**config.mk**
```make
export PLATFORM = sky130hd
export DESIGN_NAME = serial_subtractor
export DESIGN_NICKNAME = d
export VERILOG_FILES = /design/src/rtl/serial_subtractor.sv
export SDC_FILE = /design/constraint.sdc
export NUM_CORES = 1
export LEC_CHECK = 0
export CAP_MARGIN = 10
export CORE_AREA = 2 2 72 74
export DETAILED_ROUTE_END_ITERATION = 10
export DIE_AREA = 0 0 74 76
export PLACE_DENSITY = 0.73
export SYNTH_ARGS = -nofsm -noshare
export SYNTH_HDL_FRONTEND = slang
export SYNTH_SLANG_ARGS = --single-unit
```
**constraint.sdc**
```tcl
create_clock -name clk -period 2 [get_ports clk]
set_input_delay 0.3 -clock clk [delete_from_list [all_inputs] [get_ports clk]]
set_output_delay 0.3 -clock clk [all_outputs]
set_load 0.02 [all_outputs]
```
**src/rtl/serial_subtractor.sv**
```systemverilog
// Bit-serial two's-complement subtractor: diff = a - b - bin, one bit per clock, LSB first.
// Optional signed-overflow output enabled by defining SERIAL_SUB_OVF_EN.
module serial_subtractor #(
  parameter int WIDTH = 8
) (
  input  logic             clk,
  input  logic             rst_n,
  input  logic             start,
  output logic             start_ready,
  input  logic [WIDTH-1:0] a,
  input  logic [WIDTH-1:0] b,
  input  logic             bin,
  output logic [WIDTH-1:0] diff,
  output logic             bout,
  output logic             result_valid,
  input  logic             result_ready,
  output logic             busy
`ifdef SERIAL_SUB_OVF_EN
  ,
  output logic             ovf
`endif
);

  localparam int CW = (WIDTH > 1) ? $clog2(WIDTH) : 1;

  typedef enum logic [1:0] {
    IDLE  = 2'd0,
    SHIFT = 2'd1,
    DONE  = 2'd2
  } state_t;

  state_t           state;
  logic [WIDTH-1:0] a_sh;
  logic [WIDTH-1:0] b_sh;
  logic [WIDTH-1:0] res_sh;
  logic [WIDTH-1:0] res_next;
  logic [CW-1:0]    counter;
  logic             borrow;
  logic             d;
  logic             borrow_next;
`ifdef SERIAL_SUB_OVF_EN
  logic             a_msb;
  logic             b_msb;
`endif

  // Full-subtractor cell: returns {borrow_out, difference}.
  function automatic logic [1:0] full_sub(input logic x, input logic y, input logic bi);
    full_sub = {(~x & y) | (~(x ^ y) & bi), x ^ y ^ bi};
  endfunction

  // Current bit of the difference and the borrow into the next bit.
  always_comb begin
    {borrow_next, d} = full_sub(a_sh[0], b_sh[0], borrow);
    res_next         = {d, {(WIDTH-1){1'b0}}} | (res_sh >> 1);
  end

  // Control FSM, datapath shift registers and registered outputs.
  always_ff @(posedge clk or negedge rst_n) begin
    if (!rst_n) begin
      state        <= IDLE;
      a_sh         <= {WIDTH{1'b0}};
      b_sh         <= {WIDTH{1'b0}};
      res_sh       <= {WIDTH{1'b0}};
      counter      <= {CW{1'b0}};
      borrow       <= 1'b0;
      diff         <= {WIDTH{1'b0}};
      bout         <= 1'b0;
      result_valid <= 1'b0;
      busy         <= 1'b0;
      start_ready  <= 1'b1;
`ifdef SERIAL_SUB_OVF_EN
      a_msb        <= 1'b0;
      b_msb        <= 1'b0;
      ovf          <= 1'b0;
`endif
    end else begin
      case (state)
        IDLE: begin
          if (start) begin
            a_sh        <= a;
            b_sh        <= b;
            res_sh      <= {WIDTH{1'b0}};
            borrow      <= bin;
            counter     <= {CW{1'b0}};
            busy        <= 1'b1;
            start_ready <= 1'b0;
            state       <= SHIFT;
`ifdef SERIAL_SUB_OVF_EN
            a_msb       <= a[WIDTH-1];
            b_msb       <= b[WIDTH-1];
`endif
          end else begin
            state <= IDLE;
          end
        end
        SHIFT: begin
          a_sh    <= a_sh >> 1;
          b_sh    <= b_sh >> 1;
          res_sh  <= res_next;
          borrow  <= borrow_next;
          counter <= counter + {{(CW-1){1'b0}}, 1'b1};
          // The last bit is processed this cycle; publish the result directly.
          if (counter == CW'(WIDTH - 1)) begin
            state        <= DONE;
            busy         <= 1'b0;
            result_valid <= 1'b1;
            diff         <= res_next;
            bout         <= borrow_next;
`ifdef SERIAL_SUB_OVF_EN
            ovf          <= (a_msb ^ b_msb) & (d ^ a_msb);
`endif
          end else begin
            state <= SHIFT;
          end
        end
        DONE: begin
          if (result_ready) begin
            state        <= IDLE;
            result_valid <= 1'b0;
            start_ready  <= 1'b1;
          end else begin
            state <= DONE;
          end
        end
        default: begin
          state        <= IDLE;
          busy         <= 1'b0;
          result_valid <= 1'b0;
          start_ready  <= 1'b1;
        end
      endcase
    end
  end

endmodule

```
# --- After elaboration in Yosys (flattened, before gate mapping) ---
# Index checks and enable logic that the tools add are counted.
word_totals:
  ff_bits: 42
  input_bits: 21
  output_inout_bits: 12
classes:
  addsub: 1
  eq_ne: 6
  muxes: 23
  bitwise_logic: 11
  n_reduce_logical: 7
ops:
  columns: ["cell", "count"]
  rows:
  - ["$pmux W8 S2", 3]
  - ["$mux W8", 3]
  - ["$pmux W1 S3", 3]
  - ["$reduce_and A3 Y1", 3]
  - ["$mux W1", 8]
  - ["$or A8 B7 Y8", 1]
  - ["$ne A2 B2 Y1 const B", 3]
  - ["$pmux W2 S3", 1]
  - ["$pmux W3 S2", 1]
  - ["$not A1 Y1", 5]
  - ["$mux W2", 2]
  - ["$reduce_and A2 Y1", 2]
  - ["$add A3 B1 Y3 const B", 1]
  - ["$eq A3 B3 Y1 const B", 1]
  - ["$mux W3", 1]
  - ["$and A1 B1 Y1", 2]
  - ["$eq A2 B1 Y1 const B", 1]
  - ["$eq A2 B2 Y1 const B", 1]
  - ["$logic_not A2 Y1", 1]
  - ["$pmux W1 S2", 1]
  - ["$reduce_bool A2 Y1", 1]
  - ["$xor A1 B1 Y1", 2]
  - ["$or A1 B1 Y1", 1]

# --- Depth between registers and ports, before layout ---
depth:
  ltp_word: 5
  ltp_mapped: 6

# --- Least setup slack after synthesis ---
# OpenSTA, ideal clock, no wires.
synth_path:
  path_kind: "register to register"
  startpoint: "register counter[0]"
  endpoint: "register diff[0]"
  setup_ps: 125
  t_arrival_ps: 1326
  t_required_ps: 1875
  setup_slack_ps: 549
  path_stages_with_launch: 6
  path_buffers: 1
  synth_period_minus_slack_ps: 1451
  cell_sequence: "dfrtp_1 ha_1 ha_1 nand3b_4 buf_6 mux2_4"
synth_via:
  elab_chain_len: 2
synth_lines:
  columns: ["item", "line_no", "source"]
  rows:
  - ["start, declared", "37", "logic [CW-1:0] counter;"]
  - ["start signal, assigned", "64", "counter <= {CW{1'b0}};"]
  - ["start signal, assigned", "84", "counter <= {CW{1'b0}};"]
  - ["start signal, assigned", "101", "counter <= counter + {{(CW-1){1'b0}}, 1'b1};"]
  - ["$eq A3 B3 Y1", "103", "if (counter == CW'(WIDTH - 1)) begin"]
  - ["$reduce_and A2 Y1 (no source line)", null, null]
  - ["end signal, assigned", "66", "diff <= {WIDTH{1'b0}};"]
  - ["end signal, assigned", "107", "diff <= res_next;"]
  - ["end, declared", "13", "output logic [WIDTH-1:0] diff,"]
# No other way between the ends.
# A chain may end at the register's enable or synchronous reset.

# --- Worst setup path after layout ---
layout_path:
  startpoint: "register start_ready"
  endpoint: "output start_ready"
layout_rtl:
  columns: ["item", "line_no", "source"]
  rows:
  - ["start, declared", "9", "output logic start_ready,"]
  - ["start signal, assigned", "70", "start_ready <= 1'b1;"]
  - ["start signal, assigned", "86", "start_ready <= 1'b0;"]
  - ["start signal, assigned", "120", "start_ready <= 1'b1;"]
# No word-level cell between the ends.

==> results.json <==
{
  "cp_top_family": "buffers and inverters",
  "viasPerCell": 5.24,
  "finalCritPeriodShare_pct": 86.8,
  "dr.first_iter.drc_count": 58,
  "yosys_warnings": 0,
  "io_pins": 33,
  "critPathLaunchType": "register",
  "cts_num_sinks": 41,
  "hold_viol": 0,
  "crit_slowest_cell": "clkdlybuf4s50_1",
  "synthTopCellsByArea": "dfrtp_1 53%, nor3_1 6.4%, mux2_4 5.6%, o22ai_1 4.7%, a22o_1 4.2%",
  "worstPathArrival_ns": 1.44,
  "fin_hold_ws_ns": 0.0608,
  "syn_avg_cell_area_sq_um": 11.7,
  "power.total_uw": 3680,
  "dp.cells": 255,
  "hold_path.class": "input port to async pin",
  "power_density_nw_per_um2": 1570,
  "synth_nets": 185,
  "die_area_sq_um": 5620,
  "ys_types": 29,
  "synth_edf_count": 0,
  "grt_pass1_wl_mm": 6.33,
  "worst_pin_slew_ns": 0.682,
  "yosys.area.top_type": "dfrtp_1",
  "critPathBufInv": 1,
  "rsz0062_at_grt": "false",
  "drv_cap": 0,
  "route.detailed.wl_per_inst_um": 13.9,
  "postSynthCellCount": 161,
  "setup_viol": 0,
  "drv_slew": 0,
  "dp_hpwl_mm": 2.54,
  "ant_nets": 0,
  "async_flop_share_pct": 100,
  "n_antenna_cell": 0,
  "numCtsBuffers": 5,
  "crit_fanout": 3,
  "die_width_um": 74,
  "slowest_delay_ns": 0.60,
  "initial_core_util_pct": 38.3,
  "grt_pass1_vias": 1365,
  "cts_root_buf": "clkbuf_8",
  "fin_crit_ns": 1.74,
  "clock_path_buffers": 2,
  "max-vdd-ir-drop_mv": 0.646,
  "mostFrequentLayoutCells": "40 x dfrtp_1, 31 x clkdlybuf4s50_1, 24 x nor3_1, 14 x o22ai_1, 13 x nor2_1",
  "antenna_found_initial": 0,
  "path_class": "register to output pin",
  "finalWeightedCongestion": 0.811,
  "synth-seq-area-share_pct": 54.6,
  "path_cells": "clkdlybuf4s50_1",
  "final_cells": 263,
  "clk_latency_ns": 0.30,
  "worst_clock_skew_ns": 0.00626,
  "cts_max_level": 2,
  "finalWorstSetupSlack_ns": 0.264,
  "synth_flop_cell": "dfrtp_1",
  "layout-drive-gt1-share_pct": 15.5,
  "status": "complete, no violations",
  "final_common_cell": "dfrtp_1",
  "slew_headroom_pct": 54.5,
  "cts_tree": "done",
  "grt_use_total_pct": 14.4,
  "coreArea_sq_um": 4910,
  "critPathCaptureType": "output pin",
  "setup_tns_ns": 0,
  "fp-row-count": 26,
  "yosys_register_bits": 41,
  "path_clk_slew_ns": 0.08,
  "syn_to_final_growth_pct": 25.0,
  "postCtsSetupRepairBufs": 0,
  "drt-total-wl_mm": 3.65,
  "p_leak_uw": 0.00100,
  "first_pass_iters": 4,
  "cts-resized-gates": 0,
  "grt-ovfl-total": 0,
  "die-height_um": 76,
  "port_buffers": 32,
  "holdBufCountCts": 0,
  "crit_required_ns": 1.70,
  "synth_top_area_share_pct": 53.2,
  "nets": 216,
  "pre_cts_ws_ns": 0.320,
  "drc": 0,
  "fmax_mhz": 576,
  "synth.cell_area_sq_um": 1880,
  "vias": 1377,
  "grt_max_degree": 42
}
cell usage after synthesis, drive strengths merged, types with 2 or more instances:
| library cell | n |
|---|---|
| o22ai | 14 |
| buf | 12 |
| nand2 | 6 |
| nand2b | 2 |
| dfrtp | 40 |
| nor2 | 13 |
| inv | 4 |
| ha | 2 |
| o32ai | 7 |
| o21ai | 8 |
| nor2b | 2 |
| nor3 | 24 |
| a22o | 9 |
| mux2 | 8 |
cells by family after synthesis:
family | Yosys count | synth area share (%)
multiplexers | 9 | 6.72
adder cells (fa/ha/maj) | 3 | 2.40
buffers and inverters | 16 | 5.92
flip-flops | 41 | 54.6
AO/OA/AOI/OAI | 43 | 17.0
AND/OR/NAND/NOR | 49 | 13.3
metal layers:
layer | share of wire, % | global-route usage (%) | vias up
met5 | 0 | 0 | -
met4 | 2.5 | 6.55 | 0
met3 | 4.7 | 3.84 | 8
met2 | 48 | 21.7 | 45
met1 | 45 | 19.1 | 665
li1 | - | - | 659
area by class of cell:
| cell class | instances | area [sq um] |
|---|---|---|
| timing repair buffer | 36 | 345 |
| inverter | 4 | 15.0 |
| clock inverter | 3 | 65.1 |
| sequential | 41 | 1030 |
| multi-input combinational | 104 | 742 |
| clock buffer | 5 | 68.8 |
| fill | 450 | 2560 |
| tap | 70 | 87.6 |
flip-flops by register name (all words and copies together) (netlist names):
| name | count |
|---|---|
| b_sh | 8 |
| state | 2 |
| borrow | 1 |
| start_ready | 1 |
| a_sh | 8 |
| counter | 3 |
| busy | 1 |
| res_sh | 7 |
| diff | 8 |
| result_valid | 1 |
| bout | 1 |
per-stage QoR:
stage               instance area [sq um]  utilization [%]
global route                         2350             47.9
floorplan                            1880                -
CTS                                  2350             47.9
global placement                     2220             45.1
detailed placement                   2220             45.1
finish                               2350             47.9
power by group:
group          total (uW)  internal, uW  leakage, uW  switching, uW
combinational        1390           724     0.000436            670
sequential           1500          1210     0.000500            293
clock                 786           496    0.0000681            290
total                3680          2430      0.00100           1250
final timing paths:
check / from / end / slack [ns] / cells past startpoint
worst min-delay path: rst_n / diff[2] / 0.06 / 2
worst max register to register: counter[0] / diff[2] / 0.46 / 4
worst max-delay path: start_ready / start_ready / 0.26 / 1
max in group asynchronous: rst_n / start_ready / 1.57 / 2
min in group clk: bout / bout / 0.50 / 2
worst min register to register: bout / bout / 0.50 / 2
Note: power is estimated with default switching activity, not from simulation.
